### src/rtl/fifo_pkg.sv
// fifo_pkg: shared FIFO sizing constants, pointer type and Gray conversion
package fifo_pkg;
    localparam int WIDTH = 32;
    localparam int DEPTH = 32;
    localparam int ADDR  = 5;
    typedef logic [ADDR:0] ptr_t;
    function automatic ptr_t bin2gray(input ptr_t b);
        return b ^ (b >> 1);
    endfunction
endpackage

### src/rtl/fifo_ptr.sv
// fifo_ptr: wrap-bit binary pointer with a registered Gray copy
module fifo_ptr import fifo_pkg::*; (
    input  logic clk,
    input  logic rst_n,
    input  logic inc,
    output ptr_t binary,
    output ptr_t gray
);
    ptr_t nxt;
    assign nxt = binary + 1'b1;
    always_ff @(posedge clk or negedge rst_n)
        if (!rst_n) begin
            binary <= '0;
            gray   <= '0;
        end else if (inc) begin
            binary <= nxt;
            gray   <= bin2gray(nxt);
        end
endmodule

### src/rtl/fifo_dut_wrapper.sv
// fifo_dut_wrapper: single-clock 32x32 FIFO with registered read data and status flags
module fifo_dut_wrapper import fifo_pkg::*; (
    input  logic             clk,
    input  logic             rst_n,
    input  logic             wr_en,
    input  logic [WIDTH-1:0] wr_data,
    output logic             full,
    input  logic             rd_en,
    output logic [WIDTH-1:0] rd_data,
    output logic             rd_valid,
    output logic             empty,
    output logic [ADDR:0]    count
);
    logic [WIDTH-1:0] mem [DEPTH];
    ptr_t wb, wg, rb, rg;
    logic wr_ok, rd_ok;
    // Gray copies are kept for a future dual-clock variant
    logic unused_gray;
    assign unused_gray = ^{wg, rg};
    assign wr_ok = wr_en && !full;
    assign rd_ok = rd_en && !empty;
    assign empty = wb == rb;
    assign full  = (wb[ADDR] != rb[ADDR]) && (wb[ADDR-1:0] == rb[ADDR-1:0]);
    assign count = wb - rb;
    fifo_ptr wptr (.clk, .rst_n, .inc(wr_ok), .binary(wb), .gray(wg));
    fifo_ptr rptr (.clk, .rst_n, .inc(rd_ok), .binary(rb), .gray(rg));
    always_ff @(posedge clk)
        if (wr_ok) mem[wb[ADDR-1:0]] <= wr_data;
    always_ff @(posedge clk or negedge rst_n)
        if (!rst_n) begin
            rd_data  <= '0;
            rd_valid <= 1'b0;
        end else begin
            rd_valid <= rd_ok;
            if (rd_ok) rd_data <= mem[rb[ADDR-1:0]];
        end
endmodule

### config.mk
export PLATFORM = sky130hd
export DESIGN_NAME = fifo_dut_wrapper
export DESIGN_NICKNAME = d
export VERILOG_FILES = /design/src/rtl/fifo_pkg.sv /design/src/rtl/fifo_ptr.sv /design/src/rtl/fifo_dut_wrapper.sv
export SDC_FILE = /design/constraint.sdc
export NUM_CORES = 1
export LEC_CHECK = 0
export CORE_UTILIZATION = 30
export DETAILED_ROUTE_END_ITERATION = 7
export GPL_TIMING_DRIVEN = 0
export HOLD_SLACK_MARGIN = 0.08
export PLACE_DENSITY_LB_ADDON = 0.12
export REMOVE_ABC_BUFFERS = 1
export SLEW_MARGIN = 30
export SYNTH_ARGS = -nofsm -noshare
export SYNTH_HDL_FRONTEND = slang
export SYNTH_HIERARCHICAL = 1
export SYNTH_SLANG_ARGS = --single-unit
### constraint.sdc
create_clock -name clk -period 4 [get_ports clk]
set_clock_uncertainty 0.05 [all_clocks]
set_input_delay 1.2 -clock clk [delete_from_list [all_inputs] [get_ports clk]]
set_output_delay 1.2 -clock clk [all_outputs]
set_load 0.02 [all_outputs]
* Yosys cells after proc, flatten, opt, wreduce, memory -nomap -nowiden
Memories as Yosys holds them, arrays and structs flattened. A register that Yosys moved wholly into a read port is not among the register bits.
Index checks and enable logic that the tools add are counted.
** Word-level totals
- Bits in registers :: 13
- Bits in latches :: 0
- RAM bits :: 1024
- Memory bits (read-only) :: 0
- Output and inout bits :: 41
- Word-level logic and storage cells :: 18
- Memories kept :: 1
** Operators by class
- $add $sub $neg :: 3
- Multiply operators :: 0
- Divide/modulo/power cells :: 0
- Order comparisons :: 0
- Equal/unequal tests :: 3
- Shifts and indexed selects :: 0
- Multiplexer cells :: 2
- Bitwise operators :: 0
- Reductions and logical operators :: 6
** Memories
- mem :: depth 32, bits a word 32, read ports 1, clocked after Yosys merged registers in 1, wr ports 1, RTL line fifo_dut_wrapper.sv:14 : logic [WIDTH-1:0] mem [DEPTH];
** Operators with widths (count)
- $add A6 B1 Y6 const B :: 2
- $eq A6 B6 Y1 :: 1
- $sub A6 B6 Y6 :: 1
- $eq A5 B5 Y1 :: 1
- $logic_and A1 B1 Y1 :: 3
- $logic_not A1 Y1 :: 3
- $mux W1 :: 2
- $ne A1 B1 Y1 :: 1

* Depth between registers and ports, before layout
- Depth in word-level cells :: 6
- Gate-level depth with buffers :: 11
- Gate-level depth less buffers :: 8

* Modules after synthesis
Netlist, hierarchy kept.
** By module, submodules not included
- fifo_dut_wrapper :: times used 1, cells each 2208, area each 41225.8 um^2, seq. area each 31575.3 um^2
- fifo_ptr :: times used 2, cells each 51, area each 571.8 um^2, seq. area each 275.3 um^2

* Least setup slack after synthesis
No wires, ideal clock.
- Path type :: input-to-reg
- From :: in wr_en
- To :: mem mem[15][0] (enable)
- Setup time :: 0.421 ns
- Arrival :: 3.197 ns
- Required time :: 3.529 ns
- Setup slack :: 0.332 ns
- Stages on the path :: 4
- Buffers on the path :: 1
- Path through :: and2_1 clkbuf_1 nand3_1 nor2_1
** On the way
- Word-level cells in the longest chain between the ends :: 3
** Ends and longest elaborated chain
- start: declaration :: RTL line fifo_dut_wrapper.sv:5 : input logic wr_en,
- $logic_and A1 B1 Y1 :: RTL line fifo_dut_wrapper.sv:20 : assign wr_ok = wr_en && !full;
- named net wr_ok :: RTL line fifo_dut_wrapper.sv:16 : logic wr_ok, rd_ok;
- $mux W1 :: RTL line fifo_dut_wrapper.sv:28 : if (wr_ok) mem[wb[ADDR-1:0]] <= wr_data;
- $mux W1 (not written as such) :: RTL line fifo_dut_wrapper.sv:28
- end: declaration :: RTL line fifo_dut_wrapper.sv:14
The timed path passes the listed nets, and every way through them passes these cells.

* Final worst setup path
- From :: reg rptr.binary[4]
- To :: mem mem[10][12] (enable)
** On the way
- Word-level cells in the longest chain between the ends :: 6
** Ends and longest elaborated chain
- start: declaration :: RTL line fifo_ptr.sv:6 : output ptr_t binary,
- start signal: assignment :: RTL line fifo_ptr.sv:16 : binary <= nxt;
- $eq A5 B5 Y1 :: RTL line fifo_dut_wrapper.sv:23 : assign full = (wb[ADDR] != rb[ADDR]) && (wb[ADDR-1:0] == rb[ADDR-1:0]);
- $logic_and A1 B1 Y1 :: RTL line fifo_dut_wrapper.sv:23
- $logic_not A1 Y1 :: RTL line fifo_dut_wrapper.sv:20
- $logic_and A1 B1 Y1 :: RTL line fifo_dut_wrapper.sv:20
- $mux W1 :: RTL line fifo_dut_wrapper.sv:28
- $mux W1 (not written as such) :: RTL line fifo_dut_wrapper.sv:28
No other way between the ends.

==> results.toml <==
[yosys]
netlist_instances = 2254
syn_area_um2 = 41770
syn_area_per_cell_um2 = 18.53
yosysWarnings = 6

[sta]
max_freq_mhz = 259.1
finalSetupViolCount = 0
rsz0062_at_grt = "false"
hold_viol_final = 0
period_share_pct = 96.48
hold_ws_ns = 0.3249
worst_slew_pin_slew_ns = 0.9495
slew_viol_final = 0
slew_headroom_pct = 36.52
period_minus_slack_ns = 3.859

[critical_path]
path_buf_inv = 3
endpoint_kind = "flip-flop"
crit_arrival_ns = 4.20
crit_chain = "inv_1, ha_1, nand3_1, nor2_1, nand2_1, and2_1, nand3_1, nor2_4, buf_16, buf_16"
crit_type = "reg2reg"
cp_slowest_cell = "nor2_4"
startpoint_type = "flip-flop"
worst-path-max-fanout = 11
crit_required_ns = 4.34
max_stage_delay_ns = 0.74
path_delay_family = "simple AND/OR/NAND/NOR gates"

[placed_design]
port_buffers = 76
gp_congestion = 0.6841
hpwl_mm = 76.65
placed_area_um2 = 48070

[power]
p_leak_nw = 18.03
ir_worst_vdd_mv = 0.8183
power_density_nw_per_um2 = 718.0

[clock_network]
ctsLongestPathBuffers = 3
cts_buffers = 119
hold_buffers = 0
cts.clk_slew.worst_paths_ns = 0.06
htreeDepth = 3
cts_root_buffer = "clkbuf_16"
cts_tree = "done"
clk_latency_ns = 0.70
clock-sinks = 1069

[global_route]
antenna_found_initial = 4
grt_pass1_vias = 22680
overflow = 0
grtUsageTotal_pct = 16.54
grt_start_max_net_pins = 39
grt_pass1_wl_mm = 167.0

[layout]
layout_common_cells = "1024 x edfxtp_1, 512 x mux2i_1, 128 x a22oi_1, 125 x clkbuf_16, 121 x buf_16"
drive_above_1_share_pct = 17.63
num-nets-final = 2509
mostFrequentLayoutCell = "edfxtp_1"
final_area_um2 = 51990
insertedDiodeCount = 0
areaGrowthSynthToFinish_pct = 24.48

[drt]
via_count = 21930
drtPass1Iterations = 5
first_iter_violations = 1698
antenna_left = 0
route.detailed.drc = 0
wl_per_cell_um = 26.86
wl_mm = 117.2
viasPerCell = 5.026

[floorplan]
initial_core_util_pct = 30.30
fp-row-count = 136
fp.dieW_um = 375.1
fp.dieArea_um2 = 140700
ios = 77
dieHeight_um = 375.1
core_area_um2 = 137800

[status]
status = "finished clean"

[hold_path]
hp-class = "in2async"

[run]
cap_violations = 0
==> sequential cells by signal, summed over array words and instances (netlist names) <==
register / count
rd_data: 32
rptr/binary: 5
mem: 1024
rd_valid: 1
wptr/gray: 1
rptr/gray: 1
wptr/binary: 5
==> metal layers <==
metal  share of wire (%)  track usage (%)  vias to the layer above
met5               0.025                0                        -
met4                 1.9            4.136                        4
met3                 4.3            2.389                      147
met2                  46            26.24                      467
met1                  47            23.75                    11680
li1                    -                -                     9634
==> final cells by class <==
type / instances / area [µm²]
fillers: 12520 / 85840
multi-input cells: 1032 / 9319
clock inverters: 66 / 646.9
clock buffers: 159 / 3374
flip-flops and latches: 1069 / 31890
well taps: 1794 / 2245
repair buffers: 229 / 4467
inverters: 14 / 52.55
==> where the power goes <==
group / internal (mW) / switching, mW / leakage (nW)
combinational: 5.47 / 7.12 / 6.30
sequential: 13.2 / 0.435 / 9.75
clock: 6.71 / 4.38 / 1.98
total: 25.4 / 11.9 / 18.0
==> final timing paths <==
check | slack, ns | cells after the start | endpoint | start
worst max register to register | 0.14 | 10 | mem[10][12]$_DFFE_PP_ | rptr/binary[4]$_DFFE_PN0P_
worst max-delay path | 0.14 | 10 | mem[10][12]$_DFFE_PP_ | rptr/binary[4]$_DFFE_PN0P_
min in group clk | 0.43 | 1 | rptr/gray[5]$_DFFE_PN0P_ | rptr/gray[5]$_DFFE_PN0P_
worst min register to register | 0.43 | 1 | rptr/gray[5]$_DFFE_PN0P_ | rptr/gray[5]$_DFFE_PN0P_
max in group asynchronous | 2.99 | 2 | rd_data[12]$_DFFE_PN0P_ | rst_n
worst min-delay path | 0.32 | 1 | rd_data[24]$_DFFE_PN0P_ | rst_n
==> timing repair <==
item / 4_1_cts / 5_1_grt
gates resized for setup: 13 / 7
pin swaps: 2 / 0
setup endpoints to repair: 31 / 38
cloned: 0 / 1
buffers inserted: 5 / 0
==> stage by stage <==
step | worst slack [ns] | TNS (ns) | total power [mW] | util [%] | std cells
after floorplan | -16.26 | - | 19.46 | - | 2115
after global placement | -25.35 | - | 21.08 | 31.87 | 3985
after detailed placement | -0.4228 | -64.12 | 26.65 | 34.88 | 4133
after CTS | 0.01956 | 0 | 37.81 | 37.82 | 4363
after global routing | 0.005381 | 0 | 38.90 | 37.72 | 4363
final | 0.1407 | 0 | 37.33 | 37.72 | 4363
==> worst reg2reg max path: cells and delay by family (launching register included) <==
kind                     cells  cell delay [ns]
buffers and inverters        3             0.62
flip-flops                   1             0.47
AND/OR/NAND/NOR              6             2.09
adder cells (fa/ha/maj)      1             0.31
No activity file was read; power rests on OpenSTA's default activity.
